<file path="config.mk">
export PLATFORM = sky130hd
export DESIGN_NAME = calc_sequencer
export DESIGN_NICKNAME = d
export VERILOG_FILES = /design/src/rtl/calc_sequencer_pkg.sv /design/src/rtl/somador_8bits.sv /design/src/rtl/calc_sequencer.sv
export SDC_FILE = /design/constraint.sdc
export NUM_CORES = 1
export LEC_CHECK = 0
export ABC_AREA = 1
export CAP_MARGIN = 20
export CORE_ASPECT_RATIO = 0.6
export CORE_MARGIN = 8
export CORE_UTILIZATION = 55
export CTS_CLUSTER_DIAMETER = 30
export DETAILED_ROUTE_END_ITERATION = 8
export PLACE_DENSITY = 0.9
export REMOVE_ABC_BUFFERS = 1
export SKIP_LAST_GASP = 1
export SLEW_MARGIN = 10
export SYNTH_ARGS = -nofsm -noshare
export SYNTH_HDL_FRONTEND = slang
export SYNTH_SLANG_ARGS = --single-unit
</file>
<file path="constraint.sdc">
create_clock -name clk -period 5.9 [get_ports clk]
set_input_delay 1.18 -clock clk [delete_from_list [all_inputs] [get_ports clk]]
set_output_delay 1.18 -clock clk [all_outputs]
set_load 0.02 [all_outputs]
</file>
<file path="src/rtl/calc_sequencer_pkg.sv">
// Shared opcodes, FSM encoding and iteration count for the calculator sequencer.
package calc_sequencer_pkg;

  localparam logic [1:0] OP_ADD = 2'b00;
  localparam logic [1:0] OP_SUB = 2'b01;
  localparam logic [1:0] OP_MUL = 2'b10;
  localparam logic [1:0] OP_CLR = 2'b11;

  localparam int MUL_ITER = 8;

  typedef enum logic [1:0] {
    IDLE = 2'b00,
    EXEC = 2'b01,
    MUL  = 2'b10
  } state_t;

endpackage

</file>
<file path="src/rtl/somador_8bits.sv">
// 8-bit ripple-carry adder; purely combinational.
module somador_8bits (
  input  logic [7:0] a_i,
  input  logic [7:0] b_i,
  input  logic       cin_i,
  output logic [7:0] s_o,
  output logic       cout_o
);

  logic [8:0] c;

  assign c[0] = cin_i;

  for (genvar i = 0; i < 8; i++) begin : g_fa
    assign s_o[i]   = a_i[i] ^ b_i[i] ^ c[i];
    assign c[i + 1] = (a_i[i] & b_i[i]) | (c[i] & (a_i[i] ^ b_i[i]));
  end

  assign cout_o = c[8];

endmodule

</file>
<file path="src/rtl/calc_sequencer.sv">
// Operand/sequencing stage around one shared 8-bit adder: add/sub done 2 edges after start, multiply 9.
// No backpressure: start is taken only while ready, ignored while busy; results hold until the next done.
module calc_sequencer
  import calc_sequencer_pkg::*;
#(
  parameter bit MUL_ENABLE = 1'b1
) (
  input  logic       clk,
  input  logic       rst,
  input  logic       start,
  input  logic [1:0] op,
  input  logic [7:0] a_in,
  input  logic [7:0] b_in,
  output logic       ready,
  output logic       busy,
  output logic       done,
  output logic [7:0] result,
  output logic [7:0] result_hi,
  output logic       carry,
  output logic       overflow,
  output logic       zero
);

  localparam logic [3:0] MUL_LAST = 4'(MUL_ITER - 1);

  state_t     state_q, state_d;
  logic [7:0] a_q, b_q;
  logic [1:0] op_q;
  logic [7:0] p_hi_q, p_lo_q;
  logic [3:0] cnt_q;
  logic [7:0] result_q, result_hi_q;
  logic       carry_q, overflow_q, zero_q, done_q;

  logic [7:0] add_a, add_b, add_s;
  logic       add_cin, add_cout;
  logic [7:0] prod_hi_d, prod_lo_d;
  logic       mul_last;

  somador_8bits u_adder (
    .a_i    (add_a),
    .b_i    (add_b),
    .cin_i  (add_cin),
    .s_o    (add_s),
    .cout_o (add_cout)
  );

  // In MUL the adder accumulates the multiplicand into P_hi; otherwise it serves add/sub.
  always_comb begin
    add_a   = a_q;
    add_b   = b_q;
    add_cin = 1'b0;
    if (state_q == MUL) begin
      add_a = p_hi_q;
      add_b = p_lo_q[0] ? a_q : 8'h00;
    end else if (op_q == OP_SUB) begin
      add_b   = ~b_q;
      add_cin = 1'b1;
    end
  end

  assign prod_hi_d = {add_cout, add_s[7:1]};
  assign prod_lo_d = {add_s[0], p_lo_q[7:1]};
  assign mul_last  = (cnt_q == MUL_LAST);

  always_ff @(posedge clk or posedge rst) begin
    if (rst) state_q <= IDLE;
    else     state_q <= state_d;
  end

  always_comb begin
    state_d = state_q;
    case (state_q)
      IDLE:    if (start) state_d = (op == OP_MUL && MUL_ENABLE) ? MUL : EXEC;
      EXEC:    state_d = IDLE;
      MUL:     if (mul_last) state_d = IDLE;
      default: state_d = IDLE;
    endcase
  end

  always_comb begin
    ready = (state_q == IDLE);
    busy  = (state_q == EXEC) || (state_q == MUL);
  end

  always_ff @(posedge clk or posedge rst) begin
    if (rst) begin
      a_q         <= 8'h00;
      b_q         <= 8'h00;
      op_q        <= OP_ADD;
      p_hi_q      <= 8'h00;
      p_lo_q      <= 8'h00;
      cnt_q       <= 4'd0;
      result_q    <= 8'h00;
      result_hi_q <= 8'h00;
      carry_q     <= 1'b0;
      overflow_q  <= 1'b0;
      zero_q      <= 1'b1;
      done_q      <= 1'b0;
    end else begin
      done_q <= 1'b0;
      case (state_q)
        IDLE: begin
          if (start) begin
            a_q    <= a_in;
            b_q    <= b_in;
            op_q   <= op;
            p_hi_q <= 8'h00;
            p_lo_q <= b_in;
            cnt_q  <= 4'd0;
          end
        end
        EXEC: begin
          done_q      <= 1'b1;
          result_hi_q <= 8'h00;
          // A disabled multiply opcode lands here and falls into the clear branch.
          if (op_q == OP_ADD || op_q == OP_SUB) begin
            result_q   <= add_s;
            carry_q    <= add_cout;
            zero_q     <= (add_s == 8'h00);
            overflow_q <= (op_q == OP_ADD) ? ((a_q[7] == b_q[7]) && (add_s[7] != a_q[7]))
                                           : ((a_q[7] != b_q[7]) && (add_s[7] != a_q[7]));
          end else begin
            result_q   <= 8'h00;
            carry_q    <= 1'b0;
            overflow_q <= 1'b0;
            zero_q     <= 1'b1;
          end
        end
        MUL: begin
          p_hi_q <= prod_hi_d;
          p_lo_q <= prod_lo_d;
          cnt_q  <= cnt_q + 4'd1;
          if (mul_last) begin
            done_q      <= 1'b1;
            result_q    <= prod_lo_d;
            result_hi_q <= prod_hi_d;
            carry_q     <= 1'b0;
            overflow_q  <= (prod_hi_d != 8'h00);
            zero_q      <= ({prod_hi_d, prod_lo_d} == 16'h0000);
          end
        end
        default: ;
      endcase
    end
  end

  assign done      = done_q;
  assign result    = result_q;
  assign result_hi = result_hi_q;
  assign carry     = carry_q;
  assign overflow  = overflow_q;
  assign zero      = zero_q;

endmodule

</file>
* Word-level counts from Yosys, hierarchy flattened
Index checks and enable logic that the tools add are counted.
** Storage, ports and cells
- Register bits :: 60
- Bits of input ports :: 21
- Output and inout port bits :: 22
- Word-level logic and storage cells :: 113
** Operators by class
- Add/sub/neg operators :: 1
- Equal/unequal tests :: 10
- Mux-type cells :: 33
- Bitwise gates (word level) :: 41
- Reductions and logical operators :: 15
** Operator list (number)
- $mux 8 :: 9
- $pmux 8 s2 :: 4
- $and 1x1->1 :: 16
- $logic_not 16->1 :: 1
- $xor 1x1->1 :: 16
- $mux 1 :: 10
- $logic_not 8->1 :: 1
- $not 8->8 :: 1
- $or 1x1->1 :: 8
- $pmux 1 s2 :: 4
- $pmux 4 s2 :: 1
- $reduce_and 2->1 :: 4
- $reduce_bool 8->1 :: 1
- $mux 2 :: 3
- $add 4x1->4 const B :: 1
- $eq 2x1->1 const B :: 2
- $eq 2x2->1 const B :: 2
- $eq 4x3->1 const B :: 1
- $logic_not 2->1 :: 2
- $mux 4 :: 1
- $ne 2x2->1 const B :: 2
- $pmux 2 s2 :: 1
- $reduce_bool 2->1 :: 2
- $logic_and 1x1->1 :: 2
- other kinds (3) :: 5

* Longest topological paths before layout
- Depth after elaboration :: 24
- Gate-level depth with buffers :: 26
- Mapped depth without buffers :: 23

* By module
From an unflattened synthesis, not the netlist that was laid out.
** Second synthesis, totals
- Cells, all modules :: 381
- Area, all modules :: 3135.5 µm²
** By module, submodules not included
- calc_sequencer :: instances 1, cells an instance 363, area an instance 2937.8 µm², sequential area each 1502.7 µm²
- somador_8bits :: instances 1, cells an instance 18, area an instance 197.7 µm², sequential area each 0.0 µm²

* Worst setup path after synthesis
No wires, ideal clock.
- Kind :: flip-flop to flip-flop
- Start :: reg state_q[0]
- End :: reg overflow_q (netlist: overflow)
- Setup time :: 0.122 ns
- Arrival :: 4.510 ns
- Required time :: 5.778 ns
- Slack :: 1.268 ns
- Cell stages (with the launch flop) :: 24
- Path buffers :: 3
- Clock period less this slack :: 4.632 ns
- Cell sequence :: dfrtp_1 -> inv_1 -> ha_1 -> buf_4 -> buf_2 -> buf_2 -> nand2_1 -> o21ai_0 -> fa_1 -> fa_1 -> fa_1 -> fa_1 -> fa_1 -> inv_1 -> fa_1 -> fa_1 -> inv_1 -> fa_1 -> nor2_1 -> nand2_1 -> nor2_1 -> nor2_1 -> nor2_1 -> a21oi_1
** On the way
- Longest elaborated chain between the ends :: 23
- Elaborated cells on any way between the ends :: 55
- Classes of those cells :: 4 x eq/ne; 7 x mux; 39 x bitwise; 5 x reduce/logical
** RTL lines
- from (decl) :: RTL line calc_sequencer.sv:26 : state_t state_q, state_d;
- from (signal assigned) :: RTL line calc_sequencer.sv:67 : else state_q <= state_d;
- $eq 2x2->1 :: RTL line calc_sequencer.sv:52, calc_sequencer.sv:101
- $mux 8 :: RTL line calc_sequencer.sv:52 : if (state_q == MUL) begin
- $xor 1x1->1 :: RTL line somador_8bits.sv:16 : assign c[i + 1] = (a_i[i] & b_i[i]) | (c[i] & (a_i[i] ^ b_i[i]));
- $and 1x1->1 :: RTL line somador_8bits.sv:16
- $or 1x1->1 :: RTL line somador_8bits.sv:16
- $and 1x1->1 :: RTL line somador_8bits.sv:16
- $or 1x1->1 :: RTL line somador_8bits.sv:16
- $and 1x1->1 :: RTL line somador_8bits.sv:16
- (+7 left out)
- $and 1x1->1 :: RTL line somador_8bits.sv:16
- $or 1x1->1 :: RTL line somador_8bits.sv:16
- $xor 1x1->1 :: RTL line somador_8bits.sv:15 : assign s_o[i] = a_i[i] ^ b_i[i] ^ c[i];
- $ne 1x1->1 :: RTL line calc_sequencer.sv:120, calc_sequencer.sv:121
- $logic_and 1x1->1, on equally long branches :: RTL line calc_sequencer.sv:121, calc_sequencer.sv:120
- $mux 1 :: RTL line calc_sequencer.sv:120 : overflow_q <= (op_q == OP_ADD) ? ((a_q[7] == b_q[7]) && (add_s[7] != a_q[7]))
- $mux 1 :: RTL line calc_sequencer.sv:116 : if (op_q == OP_ADD || op_q == OP_SUB) begin
- $pmux 1 s2 :: RTL line calc_sequencer.sv:101 : case (state_q)
- to (signal assigned) :: RTL line calc_sequencer.sv:120
- to (signal assigned) :: RTL line calc_sequencer.sv:138 : overflow_q <= (prod_hi_d != 8'h00);
- to (decl) :: RTL line calc_sequencer.sv:32 : logic carry_q, overflow_q, zero_q, done_q;
Parallel ways exist; a longest one is shown, timed or not. The select of a mux whose other input is x is not followed.
A chain may end at the register's enable or synchronous reset.

* Worst setup path after layout
- Start :: reg state_q[0]
- End :: reg zero_q (netlist: zero)
** On the way
- Longest elaborated chain between the ends :: 22
- Elaborated cells on any way between the ends :: 53
- Classes of those cells :: 3 x eq/ne; 6 x mux; 40 x bitwise; 4 x reduce/logical
** RTL lines
- $eq 2x2->1 :: RTL line calc_sequencer.sv:52, calc_sequencer.sv:101
- $mux 8 :: RTL line calc_sequencer.sv:52
- $xor 1x1->1 :: RTL line somador_8bits.sv:15, somador_8bits.sv:16
- $and 1x1->1 :: RTL line somador_8bits.sv:16
- $or 1x1->1 :: RTL line somador_8bits.sv:16
- $and 1x1->1 :: RTL line somador_8bits.sv:16
- $or 1x1->1 :: RTL line somador_8bits.sv:16
- $and 1x1->1 :: RTL line somador_8bits.sv:16
- (+6 left out)
- $or 1x1->1 :: RTL line somador_8bits.sv:16
- $and 1x1->1 :: RTL line somador_8bits.sv:16
- $or 1x1->1 :: RTL line somador_8bits.sv:16
- $and 1x1->1 :: RTL line somador_8bits.sv:16
- $or 1x1->1 :: RTL line somador_8bits.sv:16
- $logic_not 16->1 :: RTL line calc_sequencer.sv:139 : zero_q <= ({prod_hi_d, prod_lo_d} == 16'h0000);
- $mux 1 :: RTL line calc_sequencer.sv:133 : if (mul_last) begin
- $pmux 1 s2 :: RTL line calc_sequencer.sv:101
- to (signal assigned) :: RTL line calc_sequencer.sv:119 : zero_q <= (add_s == 8'h00);
- to (signal assigned) :: RTL line calc_sequencer.sv:139
- to (decl) :: RTL line calc_sequencer.sv:32
Parallel ways exist; a longest one is shown, timed or not. The select of a mux whose other input is x is not followed.

==> summary.md <==
| Metric | Value |
|---|---|
| Synth Register Bits | 60 |
| Hold buffers post-CTS | 0 |
| Syn avg cell area | 8.734 sq um |
| Final worst setup slack | 1065 ps |
| Clock Latency Late Sink | 340 ps |
| Clk Tree Root Cell | clkbuf_8 |
| Post-synth top flop | dfrtp_1 |
| Clock power share | 17.1% |
| Final min period | 4835 ps |
| DPL Wire Length | 5.612 mm |
| Gpl congestion | 0.9311 |
| Max_cap viols | 0 |
| Crit-path cells | inv_1, ha_1, o21ai_0, fa_1, fa_1, fa_1, fa_1, fa_1, inv_1, fa_1, fa_1, inv_1, fa_1, inv_1, nand2_1, nor2_1, nand2_1, nand2_1, nand2_1, nand2_1, nand2_1, nand2_1 |
| Maximum clock insertion buffer count | 2 |
| First-pass GRT wire length | 12.48 mm |
| Worst Tran Pin Value | 730.5 ps |
| PwrDens | 664.0 nW/um^2 |
| Worst Setup Path Type | reg2reg |
| Distinct cells, synth | 32 |
| Area growth from synthesis to layout | 21.23% |
| Post-Place Setup Slack | 1099 ps |
| Port bufs | 42 |
| Unrepaired setup endpoints after global routing | false |
| Fin. Hold Viols | 0 |
| Ys Warns | 0 |
| Max stage delay cell, worst path | fa_1 |
| Number of antenna violations at the first check in global routing | 0 |
| Sw Share | 46.13% |
| Vias per cell | 5.461 |
| Vias in the first global route | 2561 |
| Die X | 113.2 microns |
| Placed Area | 3545 sq um |
| Status | finished, final reports clean |
| Seq/Total Area, Yosys | 48.19% |
| Sequential share of power | 27.1% |
| Io pins | 43 |
| Clock sinks | 60 |
| Core box area | 5518 sq um |
| Logic pwr share | 55.8% |
| TritonCTS Buffers | 9 |
| Gr ovfl total | 0 |
| Starting Density | 56.51% |
| N_diodes | 0 |
| Max VDD drop | 0.3114 mV |
| Crit. End Element | flop |
| Max FO, Critical Path | 15 |
| Avg WL per Cell | 15.87 microns |
| Layout Skew | 7.528 ps |
| Req. time, crit path | 6180 ps |
| Cell family with most CP delay | adder cells |
| CP startpoint kind | flop |
| DRC violations left | 0 |
| Rel. slew slack | 51.30% |
| Row Count | 21 |
| Highest Clock Rate | 206.8 MHz |
| CP dominant cell by count | fa_1 |
| CP Buf/Inv Count | 4 |
| Setup Viol. Count Final | 0 |
| Power Internal | 0.001352 W |
| H-tree Lvls | 3 |
| Sw Pwr | 0.001158 W |
| DR pass1 iterations | 5 |
| CTS tree | done |
| Post-CTS Setup Inserts | 0 |
| Post_cts resized | 0 |
| Final slew viol count | 0 |
| TNS Setup | 0 ps |
| Cell count after synthesis | 357 |
| Vias after detailed routing | 2583 |
| Overall routed net length | 7.507 mm |
| GRT Util Overall | 19.33% |
| Hold WC Path Type | reg2reg |
| Synth Cell Area | 3118 sq um |
| Routed Antenna Nets | 0 |
| Largest net degree at the start of global routing | 61 |
| # fillers | 452 |
| Leakage | 1.768 nW |
| Fin crit share | 81.95% |
| Ys async rst share | 100.0% |
| Critical path's largest stage delay | 500 ps |
| Fin area | 3780 sq um |
| Placed Cells | 457 |
| DRC marker count from the first detailed-route iteration | 208 |
| Height of the die | 74.32 microns |
| Die area | 8413 sq um |
| Crit path DAT | 5120 ps |
| Post-synth EDFFs | 0 |
| Commonest non-fill, non-tap cell in the layout | nand2_1 |
| Commonest non-fill, non-tap cells in the layout | nand2_1, dfrtp_1, clkdlybuf4s50_1, o21ai_0, inv_1 |
| Final-stage net count | 432 |
| Post-route insts no fill | 473 |
| Layout cells sized above 1 | 9.158% |
| Clk slew on worst S/H paths | 60 ps |
[area by class of cell]
cell class	count	area [sq um]	area share (%)
flip-flops and latches	60	1503	39.75
multi-input cells	241	1359	35.95
repair buffers	44	435.4	11.52
clock buffers	12	165.2	4.369
inverters	43	161.4	4.270
well taps	69	86.33	2.284
clock inverters	4	70.07	1.854
[per-layer routing]
layer  routed length, microns  GRT usage [%]
met1                     3522          25.74
met2                     3128          27.95
met3                      783          8.266
met4                       72          6.012
met5                        0              0
[worst min-delay path, stage by stage, from the launching register on]
cell and delay [ps]:
dfrtp_1 340, nand2_1 60, nand2_1 50
[sequential cells by signal, summed over array words and instances (netlist names), 2 cells and up]
signal / count
a_q: 8
b_q: 8
p_hi_q: 8
p_lo_q: 8
result: 8
result_hi: 8
cnt_q: 4
op_q: 2
state_q: 2
[kinds of logic (layout without fill, tap and decap cells)]
logic type                 Yosys count  after routing  synth area share (%)
and+or+nand+nor                    135            135                 18.02
AOI/OAI and AO/OA                   85             85                 16.29
DFF                                 60             60                 48.19
buffers and inverters               56            103                 8.226
adders and majority gates           12             12                 6.742
xor gates and xnor gates             9              9                 2.528
[path summary, 6_finish.rpt]
path	cells past startpoint	slack, ps	from	end
setup / recovery	22	1060	state_q[0]	zero
setup reg to reg	22	1060	state_q[0]	zero
min in group asynchronous	3	1360	rst	result[4]
hold / removal	2	490	result[6]	result[6]
max in group asynchronous	3	4050	rst	state_q[1]
hold reg to reg	2	490	result[6]	result[6]
[Yosys cell counts, types with 6 or more instances]
master   count  area, sq um
nand2_1     94        352.8
dfrtp_1     59         1476
o21ai_0     40        200.2
inv_1       39        146.4
nor2_1      22        82.58
a21oi_1     10        50.05
nand3_1     10        50.05
o21ai_1     10        50.05
fa_1         8        160.2
a22oi_1      7        52.55
xor2_1       7        61.31
nand2_2      6        37.54
o22ai_1      6        37.54
[power by group through the flow]
stage,Clock (W),Sequential [W],Combinational (W)
floorplan,0,0.000688,0.000949
global placement,0,0.000680,0.00134
detailed placement,0,0.000684,0.00138
CTS,0.000436,0.000679,0.00139
global route,0.000452,0.000697,0.00156
finish,0.000429,0.000681,0.00140
[per-stage QoR]
stage          hold WS [ps]  total power [W]  utilization, %
6_report              488.4         0.002510           68.50
3_5_place_dp          478.0         0.002064           64.24
3_3_place_gp          453.9         0.002016           64.24
5_1_grt               514.7         0.002706           68.50
2_1_floorplan         453.0         0.001637               -
4_1_cts               492.1         0.002502           68.50
Power figures use the tool's default switching activity.
